File: src/rtl/hazard_ctrl_if.sv
// Hazard controller bundle: Decode fields, branch/memory status in, stall/flush/forward out.
// master = pipeline datapath side, slave = hazard controller side.
interface hazard_ctrl_if;
   logic [4:0] D_rs1;
   logic [4:0] D_rs2;
   logic [4:0] D_rd;
   logic       D_we_rf;
   logic [1:0] D_sel_result;
   logic       E_pcsrc;
   logic       M_dm_ready;
   logic       F_stall;
   logic       D_stall;
   logic       D_flush;
   logic       E_flush;
   logic       pipe_freeze;
   logic [1:0] E_fwd_a;
   logic [1:0] E_fwd_b;

   modport master (
      output D_rs1, D_rs2, D_rd, D_we_rf, D_sel_result, E_pcsrc, M_dm_ready,
      input  F_stall, D_stall, D_flush, E_flush, pipe_freeze, E_fwd_a, E_fwd_b
   );

   modport slave (
      input  D_rs1, D_rs2, D_rd, D_we_rf, D_sel_result, E_pcsrc, M_dm_ready,
      output F_stall, D_stall, D_flush, E_flush, pipe_freeze, E_fwd_a, E_fwd_b
   );
endinterface

File: src/rtl/hazard_ctrl.sv
// Pipeline hazard controller: load-use stall, branch flush, memory-wait freeze and
// ALU operand forwarding, driven from a shadow copy of the E/M/W register fields.
// Optional event counters are built only when HAZARD_PERF_EN is defined.
module hazard_ctrl (
   input  logic          clk,
   input  logic          rst_n,
   hazard_ctrl_if.slave  hz
`ifdef HAZARD_PERF_EN
   ,
   output logic [31:0]   perf_lw_stalls,
   output logic [31:0]   perf_flushes,
   output logic [31:0]   perf_freezes
`endif
);

   typedef struct packed {
      logic [4:0] rs1;
      logic [4:0] rs2;
      logic [4:0] rd;
      logic       we;
      logic       load;
   } e_stage_t;

   typedef struct packed {
      logic [4:0] rd;
      logic       we;
   } wb_stage_t;

   e_stage_t  e_q, e_d;
   wb_stage_t m_q, m_d, w_q, w_d;

   logic freeze;
   logic lw_stall;
   logic e_flush;

   assign freeze   = ~hz.M_dm_ready;
   assign lw_stall = e_q.load & e_q.we & (e_q.rd != 5'd0) &
                     ((e_q.rd == hz.D_rs1) | (e_q.rd == hz.D_rs2));

   // A taken branch overrides the load-use stall: the stalled instruction is flushed anyway.
   // Flushes are also held off while reset is asserted so the pipeline sees no spurious clears.
   assign e_flush        = (lw_stall | hz.E_pcsrc) & ~freeze & rst_n;
   assign hz.E_flush     = e_flush;
   assign hz.D_flush     = hz.E_pcsrc & ~freeze & rst_n;
   assign hz.F_stall     = (lw_stall & ~hz.E_pcsrc) | freeze;
   assign hz.D_stall     = (lw_stall & ~hz.E_pcsrc) | freeze;
   assign hz.pipe_freeze = freeze;

   // Operand forward select; Memory stage result is newer so it wins over Writeback.
   always_comb begin
      hz.E_fwd_a = 2'b00;
      hz.E_fwd_b = 2'b00;
      if (m_q.we && (m_q.rd != 5'd0) && (m_q.rd == e_q.rs1))
         hz.E_fwd_a = 2'b10;
      else if (w_q.we && (w_q.rd != 5'd0) && (w_q.rd == e_q.rs1))
         hz.E_fwd_a = 2'b01;
      if (m_q.we && (m_q.rd != 5'd0) && (m_q.rd == e_q.rs2))
         hz.E_fwd_b = 2'b10;
      else if (w_q.we && (w_q.rd != 5'd0) && (w_q.rd == e_q.rs2))
         hz.E_fwd_b = 2'b01;
   end

   // Next shadow state: advance one stage per unfrozen clock, bubble into E on flush.
   always_comb begin
      e_d = e_q;
      m_d = m_q;
      w_d = w_q;
      if (!freeze) begin
         if (e_flush)
            e_d = '0;
         else
            e_d = '{rs1: hz.D_rs1, rs2: hz.D_rs2, rd: hz.D_rd,
                    we: hz.D_we_rf, load: (hz.D_sel_result == 2'b01)};
         m_d = '{rd: e_q.rd, we: e_q.we};
         w_d = m_q;
      end
   end

   // Shadow pipeline registers; reset discards any pending hazard.
   always_ff @(posedge clk or negedge rst_n) begin
      if (!rst_n) begin
         e_q <= '0;
         m_q <= '0;
         w_q <= '0;
      end else begin
         e_q <= e_d;
         m_q <= m_d;
         w_q <= w_d;
      end
   end

`ifdef HAZARD_PERF_EN
   logic [31:0] lw_cnt_q, fl_cnt_q, fz_cnt_q;

   // Saturating event counters.
   always_ff @(posedge clk or negedge rst_n) begin
      if (!rst_n) begin
         lw_cnt_q <= '0;
         fl_cnt_q <= '0;
         fz_cnt_q <= '0;
      end else begin
         if (lw_stall && !hz.E_pcsrc && !freeze && (lw_cnt_q != 32'hFFFF_FFFF))
            lw_cnt_q <= lw_cnt_q + 32'd1;
         if (hz.E_pcsrc && !freeze && (fl_cnt_q != 32'hFFFF_FFFF))
            fl_cnt_q <= fl_cnt_q + 32'd1;
         if (freeze && (fz_cnt_q != 32'hFFFF_FFFF))
            fz_cnt_q <= fz_cnt_q + 32'd1;
      end
   end

   assign perf_lw_stalls = lw_cnt_q;
   assign perf_flushes   = fl_cnt_q;
   assign perf_freezes   = fz_cnt_q;
`endif

endmodule

File: src/flat_wrapper.sv
// flat-port wrapper written by rule: the top's interface ports become plain ports
module hazard_ctrl_flat 
  (clk, rst_n, hz_D_rs1, hz_D_rs2, hz_D_rd, hz_D_we_rf, hz_D_sel_result, hz_E_pcsrc, hz_M_dm_ready, hz_F_stall, hz_D_stall, hz_D_flush, hz_E_flush, hz_pipe_freeze, hz_E_fwd_a, hz_E_fwd_b);
  hazard_ctrl_if hz_i ();
  input  logic clk;
  input  logic rst_n;
  input wire logic [$bits(hz_i.D_rs1)-1:0] hz_D_rs1;
  input wire logic [$bits(hz_i.D_rs2)-1:0] hz_D_rs2;
  input wire logic [$bits(hz_i.D_rd)-1:0] hz_D_rd;
  input wire logic [$bits(hz_i.D_we_rf)-1:0] hz_D_we_rf;
  input wire logic [$bits(hz_i.D_sel_result)-1:0] hz_D_sel_result;
  input wire logic [$bits(hz_i.E_pcsrc)-1:0] hz_E_pcsrc;
  input wire logic [$bits(hz_i.M_dm_ready)-1:0] hz_M_dm_ready;
  output wire logic [$bits(hz_i.F_stall)-1:0] hz_F_stall;
  output wire logic [$bits(hz_i.D_stall)-1:0] hz_D_stall;
  output wire logic [$bits(hz_i.D_flush)-1:0] hz_D_flush;
  output wire logic [$bits(hz_i.E_flush)-1:0] hz_E_flush;
  output wire logic [$bits(hz_i.pipe_freeze)-1:0] hz_pipe_freeze;
  output wire logic [$bits(hz_i.E_fwd_a)-1:0] hz_E_fwd_a;
  output wire logic [$bits(hz_i.E_fwd_b)-1:0] hz_E_fwd_b;
  assign hz_i.D_rs1 = hz_D_rs1;
  assign hz_i.D_rs2 = hz_D_rs2;
  assign hz_i.D_rd = hz_D_rd;
  assign hz_i.D_we_rf = hz_D_we_rf;
  assign hz_i.D_sel_result = hz_D_sel_result;
  assign hz_i.E_pcsrc = hz_E_pcsrc;
  assign hz_i.M_dm_ready = hz_M_dm_ready;
  assign hz_F_stall = hz_i.F_stall;
  assign hz_D_stall = hz_i.D_stall;
  assign hz_D_flush = hz_i.D_flush;
  assign hz_E_flush = hz_i.E_flush;
  assign hz_pipe_freeze = hz_i.pipe_freeze;
  assign hz_E_fwd_a = hz_i.E_fwd_a;
  assign hz_E_fwd_b = hz_i.E_fwd_b;
  hazard_ctrl u_core (.clk(clk), .rst_n(rst_n), .hz(hz_i));
endmodule
File: config.mk
export PLATFORM = sky130hd
export DESIGN_NAME = hazard_ctrl_flat
export DESIGN_NICKNAME = d
export VERILOG_FILES = /design/src/rtl/hazard_ctrl_if.sv /design/src/rtl/hazard_ctrl.sv /design/src/flat_wrapper.sv
export SDC_FILE = /design/constraint.sdc
export NUM_CORES = 1
export LEC_CHECK = 0
export CAP_MARGIN = 10
export CORE_UTILIZATION = 43
export DETAILED_ROUTE_END_ITERATION = 10
export PLACE_DENSITY_LB_ADDON = 0.15
export SETUP_SLACK_MARGIN = 0.05
export SYNTH_ARGS = -nofsm -noshare
export SYNTH_HDL_FRONTEND = slang
export SYNTH_SLANG_ARGS = --single-unit
File: constraint.sdc
create_clock -name clk -period 1.97 [get_ports clk]
set_clock_uncertainty 0.2 [all_clocks]
set_input_delay 0.4925 -clock clk [delete_from_list [all_inputs] [get_ports clk]]
set_output_delay 0.4925 -clock clk [all_outputs]
set_load 0.01 [all_outputs]
==> results.txt, run 1 <==
----------------------------------------------------
[Status]
  Outcome ... finished, violations left
  Failing checks ... setup timing

[Drt]
  Detailed-route DRC error count ... 0
  Total wire length after detailed routing ... roughly 5.5 mm
  WL met2 ... approximately 3.0 mm
  Number of iterations in the first detailed-routing pass ... 4
  DR iter-0 viols ... between 100 and 150
  Detail-routed via count per cell ... 5.48
  Uppermost metal layer occupied by signal nets ... met4
  Vias post-DR ... about 1600
  Total routed wire length on the met1 layer ... roughly 2.2 mm
  Routed met3 length ... around 230 um
  Count of antenna-violating nets left after detailed routing ... 0
  Post-detailed-route wirelength per cell ... 18.3 um

[Clock network]
  Skew-Pair Late Insertion Delay ... roughly 280 ps
  Clock tree from TritonCTS ... built
  Number of levels the H-tree was split into ... 2
  Sinks on Clock Net ... 29
  Max Buffers Root-to-Sink ... 2
  Post-CTS clock slew at the launch and capture registers of the worst setup and hold paths ... roughly 60 ps
  Number of buffers created by CTS ... 5
  Cell at the root of the clock tree ... sky130_fd_sc_hd__clkbuf_8

[Layout]
  Number of nets at the end of the flow ... 274
  Diode insertion count for antenna repair ... 0
  Fin cells ... 300
  Area of all sequential standard cells ... approximately 730 um^2
  Filler Cells Inserted ... 244
  Core utilization of the finished layout ... 0.761
  Share of post-route cells with drive strength above 1 ... 0.488
  Area occupied by multi-input gates ... 1190 um^2
  Syn-to-layout area delta ... 67.2%

[Yosys]
  Post-Syn Area per Cell ... approximately 10 um^2
  Count of yosys warnings during synthesis ... 0
  Synthesized net count ... 190
  Area of the mapped netlist ... ~1700 um^2
  Sequential cell area fraction in the yosys report ... 0.429
  Synthesis-stage register bit count ... 29
  Cells after synthesis ... approximately 170
  Number of library cell types mapped by synthesis ... 26

[Global route]
  Initial antenna violation count ... 0
  First-pass GRT wire length ... 8.12 mm
  Number of global-route vias before repair ... roughly 1700
  Total overflow reported by the global router ... 0
  Overall track demand over capacity in global routing ... 0.261
  Pin count of the biggest net entering global routing ... 40

[Setup path]
  Worst-path maximum fanout ... 3
  Slowest cell on the critical path ... sky130_fd_sc_hd__or4_4
  CP Launch Type ... register
  Arrival time of the worst setup path ... approximately 1900 ps
  Cells traversed along the worst timing path ... xor2_1, or4_4, nor4_4, buf_2
  Largest delay contributor family on the critical path ... simple AND/OR/NAND/NOR gates
  Critical path data required time ... approximately 1300 ps
  Endpoint kind of the worst setup timing path ... primary output
  Largest incremental delay on the critical path ... 550 ps
  Path type of the worst setup path ... register to primary output
  Bufs and invs on worst path ... 1

[STA]
  Final hold violations ... 0
  Highest clock rate ... slightly below 400 MHz
  Smallest setup slack after layout ... -619 ps
  Total negative slack for setup checks ... -3920 ps
  Pin slew with the least headroom to its limit ... 468 ps
  Fin crit period ... around 2600 ps
  Final worst-path cycle share ... 1.31
  Count of endpoints failing setup in the final report ... 14
  Unrepaired setup endpoints after global routing ... yes
  Number of slew-limit violations in the final report ... 0
  Worst slew margin relative to its limit ... 0.688

[Die]
  Number of top-level design ports ... 31
  Total Die Area ... ~4200 um^2
  Number of rows in the core area ... 22
  Core area ... approximately 3700 um^2
  Initial Utilization ... 0.455
  Horiz. Die Dim ... approximately 65 um
  Die Height ... between 60 and 70 um

[Power and ir drop]
  Leakage power ... about 1.3 nW
  Total power divided by cell area ... 721 nW/um^2
  Power Total ... 2.04 mW
  Worst IR Drop VDD ... approximately 0.00045 V

[Place]
  Post-DP HPWL ... ~3.4 mm
  Worst slack after detailed placement ... -1060 ps
  Routability congestion estimate from global placement ... 0.951
  Number of input and output port buffers inserted ... 30
  Inst Count DP ... approximately 280

[Min path]
  Worst min-delay path class ... primary input to asynchronous set/reset pin

[Job]
  Max-cap viol count ... 0

----------------------------------------------------
[registers in the layout, indices dropped and copies added, names as in the netlist]
register	flops
u_core.e_q	17
u_core.m_q	6
u_core.w_q	6
[synth_stat cells (all sizes together)]
master / number / area share
inv: 2 / 0.0044
nor3: 2 / 0.0059
o31ai: 11 / 0.063
o211ai: 1 / 0.013
a32oi: 1 / 0.0052
xor2: 24 / 0.12
nand3: 3 / 0.0089
or4: 5 / 0.024
a22oi: 7 / 0.031
nor4: 4 / 0.015
nand2: 16 / 0.036
nor2: 15 / 0.038
o211a: 1 / 0.0059
dfrtp: 29 / 0.43
buf: 2 / 0.011
a21oi: 10 / 0.030
clkbuf: 7 / 0.016
and3: 1 / 0.0037
mux2: 12 / 0.080
xnor2: 6 / 0.031
o21ai: 9 / 0.027
[per-stage QoR]
stage                     instance area (um^2)  hold WS, ps
after floorplan                           1730        -3.09
after global placement                    2350          292
after detailed placement                  2350          299
after CTS                                 2650         64.9
after global routing                      2830          182
final                                     2830          164
[layer usage]
metal  global-route usage  vias up
li1                     -      767
met1                0.295      813
met2                0.478       55
met3               0.0616       10
met4               0.0778        0
met5                    0        -
[path summary, 6_finish.rpt]
kind / from / to / slack [ps] / cells after the start
worst max-delay path: u_core.e_q[9] / hz_E_fwd_b[0] / -620 / 4
worst min-delay path: rst_n / u_core.w_q[2] / 160 / 2
worst max register to register: u_core.e_q[3] / u_core.e_q[9] / -20 / 6
worst min register to register: u_core.w_q[0] / u_core.w_q[0] / 320 / 1
max in group asynchronous: rst_n / u_core.e_q[5] / 910 / 3
min in group clk: u_core.w_q[0] / u_core.w_q[0] / 320 / 1
[what timing repair did]
item	CTS	global route
resized for setup	81	28
hold buffers	0	1
gates cloned	0	2
buffers inserted	10	3
hold endpoints to repair	0	1
pin swaps	15	23
endpoints found under the setup margin	26	26
[power by group]
group / total [mW] / leakage [nW] / internal [mW] / switching (mW)
clock network: 0.497 / 0.0443 / 0.277 / 0.220
logic: 0.766 / 0.861 / 0.416 / 0.351
registers: 0.776 / 0.355 / 0.681 / 0.0953
total: 2.04 / 1.26 / 1.37 / 0.666
[kinds of logic after synthesis]
kind of cell	Yosys count	synth area share
DFF	29	0.429
muxes	12	0.0799
AOI/OAI and AO/OA	40	0.174
buffers and inverters	11	0.0311
xor gates and xnor gates	30	0.155
and+or+nand+nor	46	0.131
[cell usage in the layout, fill, tap and decap left out, drive strengths merged, types with 3 or more instances in the layout]
cell           instances
nor4                   4
o31ai                 11
clkdlybuf4s50          8
xnor2                  6
a22oi                  7
mux2                  12
buf                   60
nor2                  15
nand3                  3
nand2                 16
clkdlybuf4s15          3
dfrtp                 29
dlygate4sd2           11
a21oi                 10
o21ai                  9
or4                    5
xor2                  24
clkbuf                10
[final cells by class]
type	count	area share
sequential	29	0.257
tap	48	0.0212
clock buffer	7	0.0305
timing repair buffer	86	0.267
inverter	2	0.00265
multi-input combinational	128	0.421
Power figures use the tool's default switching activity.
==> inputs of run 2 (changes only) <==
Settings changed: PLACE_DENSITY_LB_ADDON 0.15 to 0.3.
==> run 2 against run 1 <==
  * The flow still finishes with violations (setup timing)
  * Non-clock buffer count decreased by 1
  * Count of clock-buffer cells in the layout increased by 1
  * Sequential power about the same
==> results.txt, run 2 (synthesized netlist as in run 1, its figures left out) <==
----------------------------------------------------
[Place]
  Worst slack after detailed placement ... -1140 ps
  Number of input and output port buffers inserted ... 30
  Post-DP HPWL ... about 3.6 mm
  Inst Count DP ... ~280
  Routability congestion estimate from global placement ... around 0.93
  Area after DPL ... 2350 um^2

[Die]
  Number of top-level design ports ... 31
  Core area ... 3720 um^2
  Total Die Area ... 4190 um^2
  Die Height ... about 65 um
  Horiz. Die Dim ... 64.7 um
  Number of rows in the core area ... 22
  Initial Utilization ... 0.455

[Setup path]
  Number of gates on the worst path with buffers counted ... 7
  Largest delay contributor family on the critical path ... compound AO/OA/AOI/OAI gates
  Arrival time of the worst setup path ... 1880 ps
  Endpoint kind of the worst setup timing path ... primary output
  CP Launch Type ... register
  Slowest cell on the critical path ... sky130_fd_sc_hd__dfrtp_1
  Largest incremental delay on the critical path ... roughly 380 ps
  Cells traversed along the worst timing path ... buf_4, xor2_1, nor2_1, a22oi_2, nor2_4, o211a_1, buf_2
  Path type of the worst setup path ... register to primary output
  Bufs and invs on worst path ... 2
  Worst r2r path cells ... 8
  Critical path data required time ... 1280 ps
  Worst-path maximum fanout ... 4

[Status]
  Failing checks ... setup timing
  Outcome ... finished, violations left

[Drt]
  DR iter-0 viols ... around 100
  Number of iterations in the first detailed-routing pass ... 6
  Detail-routed via count per cell ... 5.67
  Post-detailed-route wirelength per cell ... roughly 20 um
  Vias post-DR ... approximately 1700
  Detailed-route DRC error count ... 0
  Total wire length after detailed routing ... just over 6 mm
  Count of antenna-violating nets left after detailed routing ... 0

[Global route]
  First-pass GRT wire length ... about 9.2 mm
  Overall track demand over capacity in global routing ... 0.307
  Number of global-route vias before repair ... ~1800
  Total overflow reported by the global router ... 0
  Initial antenna violation count ... 0
  Pin count of the biggest net entering global routing ... 41

[Clock network]
  Number of buffers created by CTS ... 5
  Post-CTS clock slew at the launch and capture registers of the worst setup and hold paths ... 60 ps
  Number of levels the H-tree was split into ... 2
  Max Buffers Root-to-Sink ... 2
  Cell at the root of the clock tree ... sky130_fd_sc_hd__clkbuf_8
  Clock tree from TritonCTS ... built
  Sinks on Clock Net ... 29
  Skew-Pair Late Insertion Delay ... around 290 ps

[Power and ir drop]
  Worst IR Drop VDD ... slightly below 0.0005 V
  Leakage power ... between 1 and 1.5 nW
  Power Total ... ~2.0 mW
  Total power divided by cell area ... ~700 nW/um^2

[Layout]
  Highest-count cells in the layout ignoring fill and taps ... sky130_fd_sc_hd__buf_4, sky130_fd_sc_hd__dfrtp_1, sky130_fd_sc_hd__xor2_1, sky130_fd_sc_hd__nand2_1, sky130_fd_sc_hd__nor2_1
  Number of nets at the end of the flow ... about 270
  Max FFs per register ... 17
  Syn-to-layout area delta ... 68.4%
  Share of post-route cells with drive strength above 1 ... 0.488
  Core utilization of the finished layout ... 0.767
  Top flop regs ... u_core.e_q x17, u_core.m_q x6, u_core.w_q x6
  Final standard cell area without fillers ... between 2000 and 3000 um^2
  Most common library cell in the layout ignoring fill and taps ... sky130_fd_sc_hd__buf_4
  Fin cells ... ~300
  Most flop-heavy register ... u_core.e_q

[STA]
  Total negative slack for setup checks ... -4230 ps
  Final worst-path cycle share ... 1.31
  Pin slew with the least headroom to its limit ... between 400 and 500 ps
  Highest clock rate ... about 400 MHz
  Smallest setup slack after layout ... -603 ps
  Count of endpoints failing setup in the final report ... 17
  Final hold violations ... 0
  Worst-case hold slack ... ~140 ps
  Number of slew-limit violations in the final report ... 0
  Fin crit period ... around 2600 ps
  Unrepaired setup endpoints after global routing ... yes
  Worst slew margin relative to its limit ... 0.727

[Job]
  Max-cap viol count ... 0

[Min path]
  Worst min-delay path class ... primary input to asynchronous set/reset pin

----------------------------------------------------
[run 2: final timing paths]
path / start / end / slack [ps]
worst max-delay path: u_core.e_q[3] / hz_E_flush / -600
worst min-delay path: rst_n / u_core.w_q[2] / 140
worst max register to register: u_core.e_q[3] / u_core.e_q[7] / -130
worst min register to register: u_core.w_q[0] / u_core.w_q[0] / 350
max in group asynchronous: rst_n / u_core.m_q[2] / 1140
min in group clk: u_core.w_q[0] / u_core.w_q[0] / 350
[run 2: repair_timing]
action / CTS / global route
cloned: 1 / 1
buffers inserted: 11 / 0
endpoints found under the setup margin: 26 / 25
gates resized for setup: 96 / 20
hold buffers: 0 / 0
pin swaps: 16 / 19
[run 2: layer usage]
metal	vias to the layer above	wire, um	track usage
met5	-	0	0
met4	0	310	0.156
met3	27	264	0.0792
met2	61	3300	0.555
met1	854	2180	0.324
li1	766	-	-
[run 2: report_power, final]
group          internal, mW  switching, mW
Sequential            0.681         0.0975
Clock                 0.250          0.224
Combinational         0.416          0.375
[run 2: final cells by class]
type                       instances  area, um^2
antenna                            1        2.50
clock buffer                       8        80.1
timing repair buffer              85         747
multi-input combinational        128        1220
fill                             226         867
inverter                           2        7.51
sequential                        29         729
tap                               48        60.1
[run 2: worst reg2reg max path, stage by stage (launching register included)]
cell                        delay (ps)
sky130_fd_sc_hd__dfrtp_1           380
sky130_fd_sc_hd__buf_4             160
sky130_fd_sc_hd__xor2_1            220
sky130_fd_sc_hd__nor2_1             90
sky130_fd_sc_hd__a22oi_2           320
sky130_fd_sc_hd__nor2_4             80
sky130_fd_sc_hd__buf_6             150
sky130_fd_sc_hd__clkbuf_16         170
sky130_fd_sc_hd__o31ai_4           240
==> inputs of run 3 (changes only) <==
Settings changed: ABC_AREA from default to 0, CORE_MARGIN from default to 10.
==> run 3 against run 2 <==
  * The run still ends with setup timing left
  * Routed wire length decreased by 6.5%
  * Die area increased by 63%
  * Sequential power decreased by 0.8%
  * Power increased by 2.3%
  * Maximum frequency decreased by 0.56%
  * Register-to-register slack improved by 110 ps
  * First-iteration DRC count increased by 15%
  * Combinational power decreased by 3.3%
  * Cell count increased by 0.33%
  * Global-route usage decreased by 14 points
  * Critical path type unchanged
  * Largest cell class unchanged
  * Largest power group is now sequential cells
==> results.txt, run 3 (synthesized netlist as in run 1, its figures left out) <==
----------------------------------------------------
[Place]
  Post-DP HPWL ... approximately 3.6 mm
  Number of input and output port buffers inserted ... 30
  Worst slack after detailed placement ... -1070 ps
  Inst Count DP ... between 200 and 300
  Routability congestion estimate from global placement ... about 0.89

[STA]
  Final worst-path cycle share ... 1.31
  Worst slew margin relative to its limit ... 0.688
  Highest clock rate ... 386 MHz
  Final hold violations ... 0
  Number of slew-limit violations in the final report ... 0
  Pin slew with the least headroom to its limit ... around 470 ps
  Unrepaired setup endpoints after global routing ... yes
  Fin crit period ... around 2600 ps
  Count of endpoints failing setup in the final report ... 11
  Total negative slack for setup checks ... -3860 ps
  Smallest setup slack after layout ... -618 ps

[Layout]
  Most flop-heavy register ... u_core.e_q
  Syn-to-layout area delta ... 66.2%
  Fin cells ... around 300
  Area of all sequential standard cells ... between 700 and 800 um^2
  Most common library cell in the layout ignoring fill and taps ... sky130_fd_sc_hd__buf_4
  Diode insertion count for antenna repair ... 0
  Highest-count cells in the layout ignoring fill and taps ... sky130_fd_sc_hd__buf_4, sky130_fd_sc_hd__dfrtp_1, sky130_fd_sc_hd__xor2_1, sky130_fd_sc_hd__nand2_1, sky130_fd_sc_hd__nor2_1
  Top flop regs ... u_core.e_q x17, u_core.m_q x6, u_core.w_q x6
  Filler Cells Inserted ... around 230
  Max FFs per register ... 17
  Share of post-route cells with drive strength above 1 ... 0.465
  Number of nets at the end of the flow ... roughly 280
  Area occupied by multi-input gates ... between 1000 and 1500 um^2
  Core utilization of the finished layout ... 0.751

[Drt]
  Detail-routed via count per cell ... between 5 and 6
  Uppermost metal layer occupied by signal nets ... met4
  Post-detailed-route wirelength per cell ... between 15 and 20 um
  Vias post-DR ... ~1700
  Routed met3 length ... between 300 and 400 um
  Number of iterations in the first detailed-routing pass ... 4
  Count of antenna-violating nets left after detailed routing ... 0
  Total wire length after detailed routing ... ~5.7 mm
  DR iter-0 viols ... about 110
  Total routed wire length on the met1 layer ... 2.12 mm
  Detailed-route DRC error count ... 0
  WL met2 ... roughly 3 mm

[Die]
  Number of top-level design ports ... 31
  Initial Utilization ... 0.452
  Die Height ... slightly above 80 um
  Total Die Area ... between 6000 and 7000 um^2
  Core area ... 3740 um^2
  Horiz. Die Dim ... 82.7 um
  Number of rows in the core area ... 22

[Setup path]
  Endpoint kind of the worst setup timing path ... primary output
  Register-to-register path setup slack ... -20 ps
  Cells traversed along the worst timing path ... xor2_1, or4_4, nor4_4, buf_2
  Reg2Reg Launch Point ... u_core.e_q[5]
  Largest incremental delay on the critical path ... roughly 550 ps
  CP Launch Type ... register
  Launching instance or port of the critical path ... u_core.e_q[7]
  Slowest cell on the critical path ... sky130_fd_sc_hd__or4_4
  Critical path destination ... hz_E_fwd_b[0]
  Worst r2r path cells ... 6
  Capture instance of the worst register-to-register path ... u_core.e_q[14]
  Worst-path maximum fanout ... 3
  Path type of the worst setup path ... register to primary output
  Arrival time of the worst setup path ... roughly 1900 ps
  Critical path data required time ... 1280 ps

[Global route]
  Number of global-route vias before repair ... around 1700
  Initial antenna violation count ... 0
  Total overflow reported by the global router ... 0
  Pin count of the biggest net entering global routing ... 38
  First-pass GRT wire length ... approximately 8.5 mm
  Overall track demand over capacity in global routing ... 0.166

[Clock network]
  Number of buffers created by CTS ... 5
  Skew-Pair Late Insertion Delay ... 290 ps
  Cell at the root of the clock tree ... sky130_fd_sc_hd__clkbuf_8
  Number of levels the H-tree was split into ... 2
  Post-CTS clock slew at the launch and capture registers of the worst setup and hold paths ... around 60 ps
  Hold buffer count at CTS ... 0
  Sinks on Clock Net ... 29
  Max Buffers Root-to-Sink ... 2
  Clock tree from TritonCTS ... built

[Power and ir drop]
  Combinational group share of total power ... 0.366
  Leakage power ... roughly 1.3 nW
  Worst IR Drop VDD ... roughly 0.00048 V
  Internal Dissipation ... around 1.4 mW
  Net Sw Frac ... 0.327
  Net load switching power ... 683 uW
  Total power divided by cell area ... 744 nW/um^2
  Power Total ... roughly 2.1 mW
  Proportion of power drawn by flip-flops and latches ... 0.370
  Share of power burned in the clock network ... 0.265

[Job]
  Max-cap viol count ... 0

[Status]
  Outcome ... finished, violations left
  Failing checks ... setup timing

[Min path]
  Worst min-delay path class ... primary input to asynchronous set/reset pin

----------------------------------------------------
[run 3: layout make-up]
| type | instances | share of cell area |
|---|---|---|
| inverters | 2 | 0.00267 |
| multi-input cells | 128 | 0.414 |
| flip-flops and latches | 29 | 0.259 |
| clock buffers | 7 | 0.0343 |
| repair buffers | 87 | 0.267 |
| clock inverters | 1 | 0.00178 |
| well taps | 48 | 0.0214 |
[run 3: timing repair]
item	CTS	global route
cloned	1	1
pin swaps	18	11
setup endpoints to repair	26	18
gates resized for setup	83	22
setup buffers	9	4
[run 3: worst min-delay path by stage]
stage	cells past startpoint	startpoint	endpoint	slack, ps
2_1_floorplan	0	rst_n	u_core.e_q[0]	-3
3_3_place_gp	1	u_core.w_q[0]	u_core.w_q[0]	290
3_5_place_dp	1	u_core.w_q[0]	u_core.w_q[0]	300
4_1_cts	2	rst_n	u_core.e_q[3]	120
5_1_grt	2	rst_n	u_core.e_q[3]	120
6_report	2	rst_n	u_core.e_q[5]	70
[run 3: per-stage QoR]
stage                     hold WS, ps  cell area [um^2]
after global placement            291              2360
after global routing              116              2810
after CTS                         115              2670
final                            74.4              2810
after detailed placement          298              2360
after floorplan                 -3.09              1730
[run 3: per-layer routing]
| layer | vias to the layer above | GRT usage |
|---|---|---|
| li1 | 770 | - |
| met1 | 826 | 0.171 |
| met2 | 58 | 0.287 |
| met3 | 26 | 0.0626 |
| met4 | 0 | 0.0870 |
| met5 | - | 0 |
[run 3: critical path: cells and delay by family, from the launching register on]
family                    cells  cell delay [ps]
buffers and inverters         1              170
DFF                           1              420
xor gates and xnor gates      1              190
and+or+nand+nor               2              820
[run 3: power groups by stage]
stage,combinational [mW],sequential [mW],clock (mW)
floorplan,0.279,0.774,0
global placement,0.553,0.776,0
detailed placement,0.568,0.779,0
CTS,0.673,0.763,0.556
global route,0.816,0.782,0.585
finish,0.765,0.773,0.554
